===== config.mk =====
export PLATFORM = sky130hd
export DESIGN_NAME = conv3x3_sequencer
export DESIGN_NICKNAME = d
export VERILOG_FILES = /design/src/rtl/npu_pkg.sv /design/src/rtl/valid_delay_line.sv /design/src/rtl/conv3x3_sequencer.sv
export SDC_FILE = /design/constraint.sdc
export NUM_CORES = 1
export LEC_CHECK = 0
export CORE_MARGIN = 3
export CORE_UTILIZATION = 40
export CTS_CLUSTER_DIAMETER = 120
export DETAILED_ROUTE_END_ITERATION = 6
export PLACE_DENSITY = 0.82
export REMOVE_ABC_BUFFERS = 1
export SLEW_MARGIN = 30
export SYNTH_ARGS = -nofsm -noshare
export SYNTH_HDL_FRONTEND = slang
export SYNTH_SLANG_ARGS = --single-unit

===== constraint.sdc =====
create_clock -name clk -period 2.35 [get_ports clk]
set_input_delay 0.47 -clock clk [delete_from_list [all_inputs] [get_ports clk]]
set_output_delay 0.47 -clock clk [all_outputs]
set_load 0.005 [all_outputs]

===== src/rtl/npu_pkg.sv =====
// Shared constants, FSM encoding and channel-count decode for the 3x3 conv PE.
package npu_pkg;

  localparam int LANES = 9;
  localparam int DW    = 8;
  localparam int SUM_W = 19;
  localparam int ACC_W = 27;
  localparam int CNT_W = 9;

  typedef enum logic [1:0] {
    ST_IDLE  = 2'd0,
    ST_RUN   = 2'd1,
    ST_DRAIN = 2'd2,
    ST_OUT   = 2'd3
  } state_e;

  // A programmed count of 0 encodes the full 256-channel job.
  function automatic logic [CNT_W-1:0] decode_channels(input logic [7:0] cfg);
    return (cfg == 8'd0) ? 9'd256 : {1'b0, cfg};
  endfunction

endpackage


===== src/rtl/valid_delay_line.sv =====
// PIPE_LAT-stage valid shift register tracking beats in flight through the multiplier tree.
// any_live covers the input and every stage except the last, i.e. beats still behind the output.
module valid_delay_line #(
  parameter int PIPE_LAT = 2
) (
  input  logic clk,
  input  logic reset,
  input  logic in_bit,
  output logic out_bit,
  output logic any_live
);

  if (PIPE_LAT == 0) begin : g_wire
    logic unused_clk_rst;
    assign unused_clk_rst = clk ^ reset;
    assign out_bit        = in_bit;
    assign any_live       = 1'b0;
  end else begin : g_shift
    logic [PIPE_LAT-1:0] stage_q;

    always_ff @(posedge clk or negedge reset) begin
      if (!reset) begin
        stage_q <= '0;
      end else begin
        stage_q[0] <= in_bit;
        for (int i = 1; i < PIPE_LAT; i++) begin
          stage_q[i] <= stage_q[i-1];
        end
      end
    end

    always_comb begin
      any_live = in_bit;
      for (int i = 0; i < PIPE_LAT - 1; i++) begin
        any_live = any_live | stage_q[i];
      end
    end

    assign out_bit = stage_q[PIPE_LAT-1];
  end

endmodule


===== src/rtl/conv3x3_sequencer.sv =====
// Feeds per-channel 3x3 windows to the multiplier, accumulates tree sums, returns one result.
// Result valid PIPE_LAT+1 cycles after the last beat; held in OUT until out_ready.
module conv3x3_sequencer
  import npu_pkg::*;
#(
  parameter int PIPE_LAT = 2
) (
  input  logic                    clk,
  input  logic                    reset,
  input  logic                    start,
  input  logic [7:0]              cfg_channels,
  output logic                    busy,
  input  logic                    in_valid,
  output logic                    in_ready,
  input  logic [LANES*DW-1:0]     in_act,
  input  logic [LANES*DW-1:0]     in_wgt,
  output logic [LANES*DW-1:0]     mul_a,
  output logic [LANES*DW-1:0]     mul_b,
  output logic                    mul_valid,
  input  logic signed [SUM_W-1:0] tree_sum,
  output logic                    out_valid,
  input  logic                    out_ready,
  output logic signed [ACC_W-1:0] out_data
);

  state_e                  state_q, state_d;
  logic [CNT_W-1:0]        remaining_q, remaining_d;
  logic signed [ACC_W-1:0] acc_q, acc_d;
  logic [LANES*DW-1:0]     mul_a_q, mul_a_d;
  logic [LANES*DW-1:0]     mul_b_q, mul_b_d;
  logic                    mul_valid_q, mul_valid_d;
  logic                    in_hs;
  logic                    pipe_out;
  logic                    pipe_live;

  valid_delay_line #(
    .PIPE_LAT (PIPE_LAT)
  ) u_valid_delay (
    .clk      (clk),
    .reset    (reset),
    .in_bit   (mul_valid_q),
    .out_bit  (pipe_out),
    .any_live (pipe_live)
  );

  assign in_hs = in_valid && in_ready;

  always_ff @(posedge clk or negedge reset) begin
    if (!reset) begin
      state_q <= ST_IDLE;
    end else begin
      state_q <= state_d;
    end
  end

  always_comb begin
    state_d = state_q;
    unique case (state_q)
      ST_IDLE:  if (start) state_d = ST_RUN;
      ST_RUN:   if (in_hs && (remaining_q == CNT_W'(1))) state_d = ST_DRAIN;
      // Leave on the edge that accumulates the final in-flight beat.
      ST_DRAIN: if (pipe_out && !pipe_live) state_d = ST_OUT;
      ST_OUT:   if (out_ready) state_d = ST_IDLE;
      default:  state_d = ST_IDLE;
    endcase
  end

  always_comb begin
    busy      = (state_q != ST_IDLE);
    in_ready  = (state_q == ST_RUN) && (remaining_q != '0);
    out_valid = (state_q == ST_OUT);
    out_data  = (state_q == ST_OUT) ? acc_q : '0;
    mul_a     = mul_a_q;
    mul_b     = mul_b_q;
    mul_valid = mul_valid_q;
  end

  always_comb begin
    remaining_d = remaining_q;
    acc_d       = acc_q;
    mul_a_d     = mul_a_q;
    mul_b_d     = mul_b_q;
    mul_valid_d = in_hs;
    if ((state_q == ST_IDLE) && start) begin
      remaining_d = decode_channels(cfg_channels);
      acc_d       = '0;
    end
    if (in_hs) begin
      remaining_d = remaining_q - CNT_W'(1);
      mul_a_d     = in_act;
      mul_b_d     = in_wgt;
    end
    if (pipe_out) begin
      acc_d = acc_q + ACC_W'(tree_sum);
    end
  end

  always_ff @(posedge clk or negedge reset) begin
    if (!reset) begin
      remaining_q <= '0;
      acc_q       <= '0;
      mul_a_q     <= '0;
      mul_b_q     <= '0;
      mul_valid_q <= 1'b0;
    end else begin
      remaining_q <= remaining_d;
      acc_q       <= acc_d;
      mul_a_q     <= mul_a_d;
      mul_b_q     <= mul_b_d;
      mul_valid_q <= mul_valid_d;
    end
  end

endmodule


==> out/qor.csv <==
metric,value,unit
DR WL met3,2.456,mm
Root Buffer,clkbuf_16,
Inserted Diodes,0,
pwr/cell area,1242,mW/mm²
ranking of synthesized cells by area,"dfrtp_1 (52%), nand2_1 (21%), ha_1 (4.8%), buf_2 (2.1%), and2_1 (2.1%)",
static leakage,7.213,nW
Final Max Slew Viols,0,
failing checks,negative setup slack,
GRT overflow,0,
Post-DRT Antenna Nets,0,
RSZ-0062 raised after global routing,true,
vias post-DR,8705,
DP HPWL,21.86,mm
syn_area_per_cell,8.572,µm²
crit path buf inv count,2,
critical path cell sequence,clkdlybuf4s50_1 -> fa_2 -> a21o_1 -> a221o_1 -> o2111ai_2 -> nand2_2 -> buf_4 -> a31oi_4 -> xnor2_1 -> o21ai_1,
fraction of registers with async set or reset after synthesis,100.0,%
Hold Slack,0.3780,ns
critical path arrival,2.78,ns
Area Overhead vs Synth,60.14,%
Clock Path Buffers,2,
Pre-Repair DR Iteration Count,5,
critical path type,input pin to register,
Port Buffer Count,350,
CP max FO,3,
"non-filler cells, final",1757,
run status,finished with violations,
wire per inst,16.79,µm
# clock sinks,185,
Synth top cells by count,"nand2_1 (488), dfrtp_1 (185), buf_2 (38), ha_1 (34), a21oi_1 (33)",
Synth cell types,57,
Met1 Wirelength,11.20,mm
Die Y,155.3,µm
Most used DFF post-synth,dfrtp_1,
Avg Vias per Cell,4.954,
Post-synth EDFFs,0,
min-delay worst type,register to register,
CP max-delay cell,clkdlybuf4s50_1,
critical path's top delay family,compound AO/OA/AOI/OAI gates,
sequential-to-total area share from yosys stat,51.93,%
largest net degree at the start of global routing,107,
register-to-register setup slack,-0.11,ns
Critical Path Start Type,input pin,
Crit. End Element,register,
YS warnings,0,
max-slew headroom at the worst pin,64.77,%
Final Hold Fails,0,
first-pass GRT wire length,46.04,mm
GPL Wtd Cong,0.9046,
Tcrit/Tclk final,105.1,%
highest routed layer,met4,
met2 wire len,14.98,mm
Yosys top cell area share,51.93,%
worst-skew pair later-pin latency,0.44,ns
layout net count,1680,
most numerous cell in the Yosys netlist,nand2_1,
Crit path required time,2.66,ns
share of post-route cells with drive strength above 1,11.74,%
initial core utilization,41.49,%
core area,0.02149,mm²
"area leader, netlist",dfrtp_1,
number of synthesized register bits,185,
worst setup skew after layout,0.02611,ns
"IR drop worst, VDD",0.6413,mV
Setup-failing EPs final,6,
Power Total,0.01774,W
Fillers,1691,
DRT Wirelength,29.50,mm
die area,0.02412,mm²
Post-Syn Area,0.008915,mm²
Least-Margin Pin Slew,0.5285,ns
initial antenna violation count,0,
"Clk pin slew, worst setup/hold paths",0.08,ns
CTS Buf Count,17,
chip width,155.3,µm
max-capacitance violation count,0,
Initial DRC Count,542,
total negative slack,-0.3363,ns
drc violations,0,
worst setup margin,-0.1207,ns
Syn Inst Count,1040,
vias in the first global route,8821,
# H-tree levels,4,
max frequency,0.4047,GHz
TritonCTS clock tree,done,
placed cells,1708,
GRT Total Usage,23.82,%
CP max stage delay,0.48,ns
min Tclk post-route,2.471,ns
I/O pins,351,
row count,53,
[per-layer routing]
layer  GRT usage, %  vias to the layer above
met4          8.837                        0
met3          6.982                       51
met1          28.11                     4090
met2          41.25                      326
li1               -                     4238
met5              0                        -
[worst register-to-register path, delay by kind of cell (launching register included)]
family | cells | cell delay (ns)
AOI/OAI and AO/OA | 5 | 0.98
and+or+nand+nor | 1 | 0.12
buffers and inverters | 1 | 0.17
xor gates and xnor gates | 1 | 0.14
adders and majority gates | 2 | 0.55
DFF | 1 | 0.39
[cells in the final DEF, fill, tap and decap left out, drive strengths merged, types with 4 or more instances in the layout]
cell type / count
nand2: 489
clkdlybuf4s50: 323
dfrtp: 185
buf: 109
o21ai: 53
ha: 34
a21oi: 33
and2: 30
inv: 25
dlymetal6s2s: 22
clkbuf: 19
nand3: 18
nor2: 17
xnor2: 17
a21o: 10
and3: 8
a31oi: 7
nor3: 6
xor2: 6
a211oi: 6
clkinv: 6
dlygate4sd2: 4
a31o: 4
a221o: 4
[state kept, by name, indices dropped and copies added (netlist names)]
name / cells
mul_a: 72
remaining_q: 9
mul_valid: 1
acc_q: 27
mul_b: 72
state_q: 2
u_valid_delay.g_shift.stage_q: 2
[power by group]
part,internal (W),switching [W],leakage (nW),total (W)
Sequential,0.00467,0.000923,2.29,0.00559
Clock,0.00160,0.00153,0.316,0.00313
Combinational,0.00492,0.00410,4.61,0.00902
[area by class of cell]
class	count	area, µm²	share of cell area, %
Tap cell	275	344.1	2.410
Inverter	17	66.31	0.4645
Clock buffer	17	425.4	2.980
Multi-Input combinational cell	787	4091	28.66
Clock inverter	15	227.7	1.595
Timing Repair Buffer	461	4489	31.45
Sequential cell	185	4632	32.45
[worst paths after layout]
check,startpoint,end,depth (start not counted)
max reg2reg,acc_q[0],acc_q[20],10
min in group asynchronous,reset,mul_a[25],2
min,u_valid_delay.g_shift.stage_q[0],u_valid_delay.g_shift.stage_q[1],0
max in group asynchronous,reset,state_q[1],3
min reg2reg,u_valid_delay.g_shift.stage_q[0],u_valid_delay.g_shift.stage_q[1],0
max,tree_sum[1],acc_q[20],10
[cells by family (layout without fill, tap and decap cells)]
| kind of cell | after synthesis | count (layout) | share of synthesized area, % |
|---|---|---|---|
| mux | 2 | 2 | 0.2807 |
| simple gates | 583 | 583 | 26.50 |
| buf+inv | 68 | 510 | 3.509 |
| compound gates | 144 | 144 | 10.53 |
| xor+xnor | 23 | 23 | 2.260 |
| flops | 185 | 185 | 51.93 |
| fa+ha+maj | 35 | 35 | 4.997 |
[metrics by stage]
step / cell area, µm² / worst slack (ns) / utilization (%)
after global placement: 13310 / -0.7018 / 61.94
after floorplan: 8668 / -3.063 / -
after detailed placement: 13310 / -0.7504 / 61.94
after CTS: 14070 / -0.1274 / 65.49
after global routing: 14280 / -0.1969 / 66.45
final: 14280 / -0.1207 / 66.45
[timing repair]
action / CTS / global route
pin swaps: 17 / 11
hold buffers: 1 / 0
setup endpoints to repair: 42 / 41
cloned: 0 / 2
setup buffers: 10 / 4
hold endpoints to repair: 31 / 0
gates resized for setup: 13 / 38
Note: power is estimated with default switching activity, not from simulation.
